===== src/rtl/hazard_scoreboard_if.sv =====
// Decode-side bundle for hazard_scoreboard: instruction in, stall/busy/perf counter out.
interface hazard_scoreboard_if #(
    parameter int STALL_CNT_W = 32
) ();
    logic [31:0]            instr;
    logic                   instr_valid;
    logic                   stall;
    logic [15:0]            busy;
    logic [STALL_CNT_W-1:0] stall_cycles;

    modport master (
        output instr,
        output instr_valid,
        input  stall,
        input  busy,
        input  stall_cycles
    );

    modport slave (
        input  instr,
        input  instr_valid,
        output stall,
        output busy,
        output stall_cycles
    );
endinterface


===== src/rtl/hazard_scoreboard.sv =====
// Decode-stage issue controller: per-register countdown of in-flight writes driving decode stall.
// Optional macro HAZARD_FORWARD_EN: execute->decode forwarding, only the adjacent consumer waits.
module hazard_scoreboard #(
    parameter int WB_LAT      = 2,
    parameter int STALL_CNT_W = 32
) (
    input logic                clk,
    input logic                rst,
    hazard_scoreboard_if.slave bus
);
    localparam int CW = (WB_LAT < 1) ? 1 : $clog2(WB_LAT + 1);
    localparam logic [CW-1:0] LAT = CW'(WB_LAT);

    if (WB_LAT < 1) begin : g_bad_lat
        $error("hazard_scoreboard: WB_LAT must be at least 1");
    end

    logic [CW-1:0]          cnt [16];
    logic [STALL_CNT_W-1:0] stall_cnt;

    logic       imb;
    logic [3:0] ra;
    logic [3:0] rb;
    logic [3:0] rc;
    logic       is_nop;
    logic       rb_used;
    logic       src_hazard;
    logic       pc_hold;
    logic       stall_int;
    logic       issue;

    function automatic logic hazard(input logic [CW-1:0] c);
`ifdef HAZARD_FORWARD_EN
        return c == LAT;
`else
        return c != '0;
`endif
    endfunction

    assign imb = bus.instr[31];
    assign ra  = bus.instr[30:27];
    assign rb  = bus.instr[26:23];
    assign rc  = bus.instr[7:4];

    // Rb is only a register source for non-immediate forms and ordinary registers;
    // pc/overflow can only be named through Ra.
    always_comb begin
        is_nop     = !bus.instr_valid || (bus.instr == 32'h0);
        rb_used    = !imb && (rb < 4'd14);
        src_hazard = hazard(cnt[ra]) || (rb_used && hazard(cnt[rb]));
        pc_hold    = cnt[14] != '0;
        stall_int  = !rst && ((!is_nop && src_hazard) || pc_hold);
        issue      = !is_nop && !stall_int;
    end

    always_comb begin
        bus.busy = '0;
        for (int i = 0; i < 16; i++) begin
            bus.busy[i] = cnt[i] != '0;
        end
    end

    assign bus.stall        = stall_int;
    assign bus.stall_cycles = stall_cnt;

    // A newly issued writer reloads its destination even if a prior write is still
    // counting down (WAW); the younger write defines when the register is final.
    always_ff @(posedge clk) begin
        if (rst) begin
            for (int i = 0; i < 16; i++) begin
                cnt[i] <= '0;
            end
        end else begin
            for (int i = 0; i < 16; i++) begin
                if (issue && (rc == 4'(i))) begin
                    cnt[i] <= LAT;
                end else if (cnt[i] != '0) begin
                    cnt[i] <= cnt[i] - CW'(1);
                end
            end
        end
    end

    always_ff @(posedge clk) begin
        if (rst) begin
            stall_cnt <= '0;
        end else if (stall_int && (stall_cnt != '1)) begin
            stall_cnt <= stall_cnt + STALL_CNT_W'(1);
        end
    end
endmodule

===== src/flat_wrapper.sv =====
// flat-port wrapper written by rule: the top's interface ports become plain ports
module hazard_scoreboard_flat 
#(
    parameter int WB_LAT      = 2,
    parameter int STALL_CNT_W = 32
)
  (clk, rst, bus_instr, bus_instr_valid, bus_stall, bus_busy, bus_stall_cycles);
  hazard_scoreboard_if #(.STALL_CNT_W(STALL_CNT_W)) bus_i ();
  input logic clk;
  input logic rst;
  input wire logic [$bits(bus_i.instr)-1:0] bus_instr;
  input wire logic [$bits(bus_i.instr_valid)-1:0] bus_instr_valid;
  output wire logic [$bits(bus_i.stall)-1:0] bus_stall;
  output wire logic [$bits(bus_i.busy)-1:0] bus_busy;
  output wire logic [$bits(bus_i.stall_cycles)-1:0] bus_stall_cycles;
  assign bus_i.instr = bus_instr;
  assign bus_i.instr_valid = bus_instr_valid;
  assign bus_stall = bus_i.stall;
  assign bus_busy = bus_i.busy;
  assign bus_stall_cycles = bus_i.stall_cycles;
  hazard_scoreboard #(.WB_LAT(WB_LAT), .STALL_CNT_W(STALL_CNT_W)) u_core (.clk(clk), .rst(rst), .bus(bus_i));
endmodule

===== config.mk =====
export PLATFORM = sky130hd
export DESIGN_NAME = hazard_scoreboard_flat
export DESIGN_NICKNAME = d
export VERILOG_FILES = /design/src/rtl/hazard_scoreboard_if.sv /design/src/rtl/hazard_scoreboard.sv /design/src/flat_wrapper.sv
export SDC_FILE = /design/constraint.sdc
export NUM_CORES = 1
export LEC_CHECK = 0
export CAP_MARGIN = 20
export CORE_MARGIN = 2
export CORE_UTILIZATION = 54
export CTS_BUF_LIST = sky130_fd_sc_hd__clkbuf_4 sky130_fd_sc_hd__clkbuf_8
export DETAILED_ROUTE_END_ITERATION = 16
export GPL_ROUTABILITY_DRIVEN = 1
export PLACE_DENSITY = 0.91
export SLEW_MARGIN = 20
export SYNTH_ARGS = -nofsm -noshare
export SYNTH_HDL_FRONTEND = slang
export SYNTH_SLANG_ARGS = --single-unit

===== constraint.sdc =====
create_clock -name clk -period 3.79 [get_ports clk]
set_clock_uncertainty 0.2 [all_clocks]
set_input_delay 0.5685 -clock clk [delete_from_list [all_inputs] [get_ports clk]]
set_output_delay 0.5685 -clock clk [all_outputs]
set_load 0.05 [all_outputs]

==> metrics.json, run 1 <==
{
  "outcome": {
    "outcome": "completed"
  },
  "layout": {
    "net_count_of_the_finished_layout": 616,
    "fillers": 554,
    "fin_area_mm2": 0.00538,
    "layout-drive-gt1-share_pct": 11.1,
    "flow.area_growth_from_synthesis_pct": 28.5,
    "antennaDiodeCount": 0,
    "utilization_pct": 70.8
  },
  "logic_synthesis": {
    "synth_largest_area_cell": "edfxtp_1",
    "post_synth_inst_count": 480,
    "synthesis.area_mm2": 0.00419,
    "synth_seq_cells": 64,
    "synth_top_cell_area_share_pct": 22.9,
    "most_repeated_cell_in_the_gate_level_netlist_after_synthesis": "inv_1",
    "ys_seq_area_share_pct": 38.2,
    "post_synth.cell_area_avg_um2": 8.73,
    "synth_async_sr_flop_share_pct": 0,
    "synth_nets": 532,
    "post_synth_most_frequent_cells": "inv_1 (53), dfxtp_1 (32), edfxtp_1 (32)",
    "dominantRegCellSynth": "edfxtp_1",
    "synth.lib_cells_used.distinct": 57,
    "synth_enable_flop_cells": 32,
    "yosys_warnings": 0,
    "synth_area_leaders": "edfxtp_1 (23%), dfxtp_1 (15%), ha_1 (5.1%)"
  },
  "critical_path": {
    "timing.critical_path.arrival_ps": 2830,
    "critical-path-slowest-cell": "clkdlybuf4s50_1",
    "worst-path-buf-inv": 4,
    "timing.setup.critical_path_class": "input pin to primary output",
    "critPathTopFamily": "buffers and inverters",
    "worst-endpoint-required_ps": 3020,
    "crit_chain": "clkdlybuf4s50_1, inv_1, a2111oi_0, nor3b_1, o22ai_1, buf_4, nor2_4, nor3_2, buf_12",
    "endpoint_kind": "primary output",
    "critical_path.max_stage_delay_ps": 660,
    "timing.critical_path.fanout_max": 8,
    "cp-start-kind": "input pin"
  },
  "timing": {
    "finalSetupTns_ps": 0,
    "hold_slack_ps": 312,
    "fmaxAchievable_ghz": 0.278,
    "report.final.hold_viol_count": 0,
    "setup_viol": 0,
    "timing.slew.headroom_pct": 29.7,
    "timing.final.crit_period_ps": 3600,
    "rsz_0062_raised_after_global_routing": "false",
    "worst_slew_pin_slew_ps": 1050,
    "report.final.slew_viol_count": 0,
    "timing.final.crit_share_pct": 95.0,
    "postLayoutSetupSlackWorst_ps": 189
  },
  "flow_run": {
    "cap_viol_max_count": 0
  },
  "placed_design": {
    "post-place-ws_ps": 191,
    "io_buffers": 83,
    "detailed_place_hpwl_um": 9100,
    "place_congestion": 0.932,
    "placed_area_mm2": 0.00517
  },
  "routing": {
    "vias": 4407,
    "firstDrtPassIters": 5,
    "via_per_inst": 6.57,
    "route.antenna.remaining_nets": 0,
    "drc_errors": 0,
    "routed_wirelength_um": 12800,
    "route.detailed.wl_per_inst_um": 19.0,
    "drt_iter0_drc": 525
  },
  "cts": {
    "cts.sinks": 64,
    "post_cts_buffers": 0,
    "clock_tree.root_cell": "clkbuf_8",
    "clock_tree_from_tritoncts": "built",
    "cts_max_level": 3,
    "cts.clk_slew.worst_paths_ps": 70,
    "postCtsResizedCells": 0,
    "cts-hold-fix-buffers": 0,
    "clock_insertion_delay_at_the_later_pin_of_the_skew_report_ps": 360,
    "numCtsBuffers": 9,
    "ctsLongestPathBuffers": 2
  },
  "floorplan": {
    "die_x_um": 92.1,
    "fp.coreArea_mm2": 0.00761,
    "io-pin-count": 84,
    "core.rowCount": 32,
    "fp.dieArea_mm2": 0.00848,
    "initial_core_utilization_pct": 55.1,
    "die_y_um": 92.1
  },
  "global_routing": {
    "grt_first_pass_wirelength_um": 20800,
    "grt.overflow.total": 0,
    "grt_max_degree": 36,
    "via_count_of_the_first_global_routing_pass": 4262,
    "total_global_routing_track_utilization_pct": 31.0,
    "antenna_found_initial": 0
  },
  "min_path": {
    "timing.hold.worst.class": "register to register"
  },
  "power": {
    "total_leakage_power_uw": 0.00193,
    "worst_ir_drop_vdd_mv": 0.364,
    "power_density_mw_per_mm2": 646
  }
}
==> sequential cells by signal, summed over array words and instances (netlist names) <==
name	cells
u_core.bus.stall_cycles	32
u_core.cnt	32
==> per-layer routing <==
metal,GRT usage [%],wire (um),vias up
met5,0,0,-
met4,13.3,357,0
met3,5.92,1210,37
met2,50.5,6090,291
met1,40.2,5100,2061
li1,-,-,2018
==> final timing paths <==
| kind | from | endpoint | slack, ps | depth (start not counted) |
|---|---|---|---|---|
| max | bus_instr[25] | bus_stall | 190 | 9 |
| min | u_core.bus.stall_cycles[6] | u_core.bus.stall_cycles[6] | 310 | 2 |
| max reg2reg | u_core.cnt[14][0] | u_core.cnt[7][1] | 840 | 7 |
| min reg2reg | u_core.bus.stall_cycles[6] | u_core.bus.stall_cycles[6] | 310 | 2 |
==> through the flow <==
| stage | std cells | total power [uW] |
|---|---|---|
| 2_1_floorplan | 480 | 2230 |
| 3_3_place_gp | 655 | 2710 |
| 3_5_place_dp | 655 | 2790 |
| 4_1_cts | 671 | 3460 |
| 5_1_grt | 671 | 3650 |
| 6_report | 671 | 3480 |
==> tightest hold or removal path, cell delays in order, from the launching register on <==
cell,delay (ps)
dfxtp_1,330
o311ai_0,90
nand2_1,50
==> placed cells by master (no fill, tap or decap), drive strengths merged, types with 8 or more instances in the layout <==
cell type / netlist / routed
a21oi: 29 / 29
and4: 8 / 8
buf: 12 / 21
clkbuf: 17 / 10
clkdlybuf4s50: 0 / 81
dfxtp: 32 / 32
edfxtp: 32 / 32
ha: 17 / 17
inv: 54 / 54
nand2: 22 / 22
nand3: 20 / 20
nand4: 13 / 13
nor2: 17 / 17
nor3: 28 / 28
nor4: 16 / 16
o211ai: 10 / 10
o21ai: 17 / 17
o311ai: 10 / 10
o31ai: 10 / 10
o41ai: 9 / 9
or2: 9 / 9
or3: 18 / 18
or4: 18 / 18
==> report_power, final <==
| group | total, uW | switching (uW) | internal [uW] |
|---|---|---|---|
| combinational | 1710 | 1090 | 615 |
| clock | 659 | 284 | 375 |
| sequential | 1110 | 150 | 962 |
==> layout make-up <==
type / count / area [um2] / share of cell area [%]
inverters: 55 / 206 / 3.83
clock buffers: 10 / 131 / 2.44
clock inverters: 6 / 83.8 / 1.56
multi-input cells: 332 / 2250 / 41.9
well taps: 102 / 128 / 2.37
repair buffers: 102 / 978 / 18.2
flip-flops and latches: 64 / 1600 / 29.7
==> logic make-up (layout without fill, tap and decap cells) <==
group | Yosys count | count (layout) | synth area share [%]
mux | 1 | 1 | 0.269
simple gates | 195 | 195 | 28.1
fa+ha+maj | 17 | 17 | 5.08
buf+inv | 84 | 173 | 8.42
flops | 64 | 64 | 38.2
compound gates | 119 | 119 | 19.9
Power figures use the tool's default switching activity.
==> run 2: changes to the inputs <==
Settings changed: ABC_AREA from default to 1, CORE_MARGIN 2 to 1, CORE_UTILIZATION 54 to 55, PLACE_DENSITY 0.91 to 0.92.
==> metrics.json, run 2 <==
{
  "outcome": {
    "outcome": "completed"
  },
  "logic_synthesis": {
    "post_synth.cell_area_avg": {"value": 7.19, "unit": "um2", "change": "-18%"},
    "synth_area_leaders": "edfxtp_1 (21%), dfxtp_1 (14%), nand2_1 (8.5%)",
    "yosys_warnings": {"value": 0, "change": "unchanged"},
    "dominantRegCellSynth": "edfxtp_1",
    "post_synth_inst_count": {"value": 627, "change": "+31%"},
    "main_combinational_cell_family_by_area_after_synthesis": "simple AND/OR/NAND/NOR gates",
    "synth.lib_cells_used.distinct": {"value": 34, "change": "-40%"},
    "post_synth_most_frequent_cells": "nand2_1 (102), inv_1 (89), nand3_1 (75)",
    "synth_enable_flop_cells": {"value": 32, "change": "unchanged"},
    "synth_simple_gate_area_share": {"value": 34.6, "unit": "%", "change": "+6.5 points"},
    "synth_async_sr_flop_share": {"value": 0, "unit": "%", "change": "unchanged"},
    "synth_mux_area_share": {"value": 0, "unit": "%", "change": "-0.27 points"},
    "synth_nets": {"value": 679, "change": "+28%"},
    "synth_adder_area_share": {"value": 4.72, "unit": "%", "change": "-0.36 points"},
    "synth_top_cell_area_share": {"value": 21.3, "unit": "%", "change": "-1.6 points"},
    "synthesis.area": {"value": 0.00451, "unit": "mm2", "change": "+7.6%"},
    "synth_seq_cells": {"value": 64, "change": "unchanged"},
    "synth-xor-area-share": {"value": 5.83, "unit": "%", "change": "+5.8 points"},
    "most_repeated_cell_in_the_gate_level_netlist_after_synthesis": "nand2_1",
    "synth_largest_area_cell": "edfxtp_1",
    "ys_seq_area_share": {"value": 35.5, "unit": "%", "change": "-2.7 points"},
    "synth_compound_area_share": {"value": 8.72, "unit": "%", "change": "-11 points"}
  },
  "cts": {
    "clock_tree.root_cell": "clkbuf_8",
    "cts_max_level": {"value": 3, "change": "unchanged"},
    "numCtsBuffers": {"value": 9, "change": "unchanged"},
    "clock_insertion_delay_at_the_later_pin_of_the_skew_report": {"value": 350, "unit": "ps", "change": "about the same"},
    "cts.sinks": {"value": 64, "change": "unchanged"},
    "cts.clk_slew.worst_paths": {"value": 70, "unit": "ps", "change": "about the same"},
    "ctsLongestPathBuffers": {"value": 2, "change": "unchanged"},
    "clock_tree_from_tritoncts": "built",
    "postCtsResizedCells": {"value": 0, "change": "unchanged"},
    "post_cts_buffers": {"value": 0, "change": "unchanged"},
    "cts-hold-fix-buffers": {"value": 0, "change": "unchanged"}
  },
  "timing": {
    "fmaxAchievable": {"value": 0.300, "unit": "GHz", "change": "+7.9%"},
    "worst_slew_pin_slew": {"value": 594, "unit": "ps", "change": "-453 ps"},
    "report.final.slew_viol_count": {"value": 0, "change": "unchanged"},
    "timing.final.crit_share": {"value": 88.0, "unit": "%", "change": "-7.0 points"},
    "report.final.hold_viol_count": {"value": 0, "change": "unchanged"},
    "finalSetupTns": {"value": 0, "unit": "ps", "change": "unchanged"},
    "rsz_0062_raised_after_global_routing": "false",
    "timing.final.crit_period": {"value": 3340, "unit": "ps", "change": "-264 ps"},
    "setup_viol": {"value": 0, "change": "unchanged"},
    "timing.slew.headroom": {"value": 60.3, "unit": "%", "change": "+31 points"}
  },
  "layout": {
    "seq_area": {"value": 0.00160, "unit": "mm2", "change": "unchanged"},
    "layout-drive-gt1-share": {"value": 6.91, "unit": "%", "change": "-4.2 points"},
    "utilization": {"value": 70.9, "unit": "%", "change": "+0.16 points"},
    "antennaDiodeCount": {"value": 0, "change": "unchanged"},
    "layout_commonest_cell": "nand2_1",
    "net_count_of_the_finished_layout": {"value": 756, "change": "+23%"},
    "fillers": {"value": 699, "change": "+26%"},
    "flow.area_growth_from_synthesis_pct": 22.9,
    "most_frequent_cells_in_the_layout": "nand2_1 (102), inv_1 (89), clkdlybuf4s50_1 (82)",
    "multiInputGateArea": {"value": 0.00243, "unit": "mm2", "change": "+7.6%"}
  },
  "critical_path": {
    "worst_path_most_repeated_cell": "nand2_1",
    "timing.critical_path.fanout_max": {"value": 17, "change": "+9"},
    "timing.critical_path.arrival": {"value": 2570, "unit": "ps", "change": "-260 ps"},
    "timing.setup.critical_path_class": "input pin to primary output",
    "endpoint_kind": "primary output",
    "worst-endpoint-required": {"value": 3020, "unit": "ps", "change": "about the same"},
    "crit_chain": "clkdlybuf4s50_1, inv_1, o21ai_0, nand3_1, nand2_1, inv_1, nand2_1, nand2_1, nand2_1, nand2_1, nand2_4, nand2_4, buf_4",
    "worstReg2RegEnd": "u_core.bus.stall_cycles[0]",
    "critical_path.reg2reg.startpoint": "u_core.bus.stall_cycles[1]",
    "rr_worst_depth": {"value": 11, "change": "+4"},
    "r2r_slack": {"value": 1170, "unit": "ps", "change": "+330 ps"},
    "cp-start-kind": "input pin",
    "critical-path-slowest-cell": "clkdlybuf4s50_1",
    "critical_path.max_stage_delay": {"value": 700, "unit": "ps", "change": "+40 ps"}
  },
  "power": {
    "clock_power_share": {"value": 15.7, "unit": "%", "change": "-3.3 points"},
    "power_switching_share": {"value": 46.2, "unit": "%", "change": "+2.4 points"},
    "power_frac_seq": {"value": 33.7, "unit": "%", "change": "+1.7 points"},
    "cellInternalPower": {"value": 1800, "unit": "uW", "change": "-7.9%"},
    "power_switching": {"value": 1550, "unit": "uW", "change": "+1.4%"},
    "total_leakage_power": {"value": 0.00223, "unit": "uW", "change": "+16%"},
    "comb_power_share": {"value": 50.6, "unit": "%", "change": "+1.5 points"},
    "worst_ir_drop_vdd": {"value": 0.282, "unit": "mV", "change": "-22%"},
    "power_density": {"value": 604, "unit": "mW/mm2", "change": "-6.5%"}
  },
  "floorplan": {
    "fp.dieArea": {"value": 0.00856, "unit": "mm2", "change": "+0.95%"},
    "io-pin-count": {"value": 84, "change": "unchanged"},
    "initial_core_utilization": {"value": 57.7, "unit": "%", "change": "+2.6 points"},
    "core.rowCount": {"value": 32, "change": "unchanged"},
    "die_y": {"value": 92.5, "unit": "um", "change": "+0.47%"},
    "die_x": {"value": 92.5, "unit": "um", "change": "+0.47%"},
    "fp.coreArea": {"value": 0.00781, "unit": "mm2", "change": "+2.6%"}
  },
  "min_path": {
    "holdPathEnd": "u_core.bus.stall_cycles[8]",
    "timing.hold.worst.class": "register to register",
    "hold_path.startpoint": "u_core.bus.stall_cycles[8]",
    "hold_depth": {"value": 2, "change": "unchanged"}
  },
  "routing": {
    "firstDrtPassIters": {"value": 6, "change": "+1"},
    "drt_iter0_drc": {"value": 302, "change": "-42%"},
    "route.antenna.remaining_nets": {"value": 0, "change": "unchanged"},
    "vias": {"value": 4605, "change": "+4.5%"},
    "route.detailed.wl_per_inst": {"value": 16.0, "unit": "um", "change": "-16%"},
    "drc_errors": {"value": 0, "change": "unchanged"},
    "via_per_inst": {"value": 5.68, "change": "-14%"},
    "routed_wirelength": {"value": 13000, "unit": "um", "change": "+1.8%"}
  },
  "global_routing": {
    "grt_first_pass_wirelength": {"value": 20800, "unit": "um", "change": "+0.37%"},
    "grt.overflow.total": {"value": 0, "change": "unchanged"},
    "total_global_routing_track_utilization": {"value": 31.1, "unit": "%", "change": "+0.16 points"},
    "grt_max_degree": {"value": 34, "change": "-5.6%"},
    "via_count_of_the_first_global_routing_pass": {"value": 4480, "change": "+5.1%"},
    "antenna_found_initial": {"value": 0, "change": "unchanged"}
  },
  "placed_design": {
    "detailed_place_hpwl": {"value": 9700, "unit": "um", "change": "+6.6%"},
    "io_buffers": {"value": 83, "change": "unchanged"},
    "place_congestion": {"value": 0.955, "change": "+2.5%"}
  },
  "flow_run": {
    "cap_viol_max_count": {"value": 0, "change": "unchanged"}
  }
}
## run 2: changes by cell type in the layout (fill, tap and decap cells not counted), sizes merged, moves of 19 or more
cell / previous run / this run
nand4: 13 / 37
nand3: 20 / 75
inv: 54 / 92
nor2: 17 / 71
xor2: 0 / 19
nand2: 22 / 105
## run 2: power by group through the flow
stage                     Clock, uW  Combinational [uW]  Sequential (uW)
after detailed placement          0                1680             1140
after CTS                       528                1690             1120
after global placement            0                1590             1140
final                           524                1690             1130
after global routing            557                1830             1150
after floorplan                   0                1220             1100
## run 2: layer usage
| layer | track usage (%) | wire, um | part of all wire (%) | vias to the layer above |
|---|---|---|---|---|
| met5 | 0 | 0 | 0 | - |
| met4 | 15.1 | 384 | 3.0 | 0 |
| met1 | 35.1 | 5110 | 39 | 2090 |
| li1 | - | - | - | 2253 |
| met2 | 56.7 | 6480 | 50 | 229 |
| met3 | 4.93 | 1010 | 7.8 | 33 |
## run 2: critical path, delay by kind of cell
family / cells / cell delay [ps]
compound gates: 1 / 140
buf+inv: 4 / 1170
simple gates: 8 / 670
## run 2: area by class of cell
type,instances,share of cell area [%]
Inverter,93,6.30
Multi-Input combinational cell,448,43.8
Tap cell,102,2.30
Sequential cell,64,28.9
Clock buffer,10,2.37
Clock inverter,6,0.655
Timing Repair Buffer,88,15.6
## run 2: cell families after synthesis
logic type	count (synthesis)
compound gates	76
fa+ha+maj	17
simple gates	325
buf+inv	115
flops	64
xor+xnor	30
## run 2: worst max path at each step
stage	start	to	slack, ps	cells after the start
global route	bus_instr[23]	bus_stall	290	13
CTS	bus_instr[23]	bus_stall	490	13
detailed placement	bus_instr[23]	bus_stall	510	13
floorplan	u_core.bus.stall_cycles[1]	u_core.bus.stall_cycles[10]	1340	10
finish	bus_instr[23]	bus_stall	450	13
global placement	bus_instr[23]	bus_stall	590	13
## run 2: stage by stage
stage          instances  setup WS, ps  hold slack, ps  instance area (um2)  power (uW)
5_1_grt              811           291             351                 5540        3540
3_3_place_gp         795           591             307                 5370        2730
2_1_floorplan        627          1340             346                 4510        2320
3_5_place_dp         795           507             315                 5370        2820
4_1_cts              811           493             330                 5540        3340
6_report             811           454             329                 5540        3350
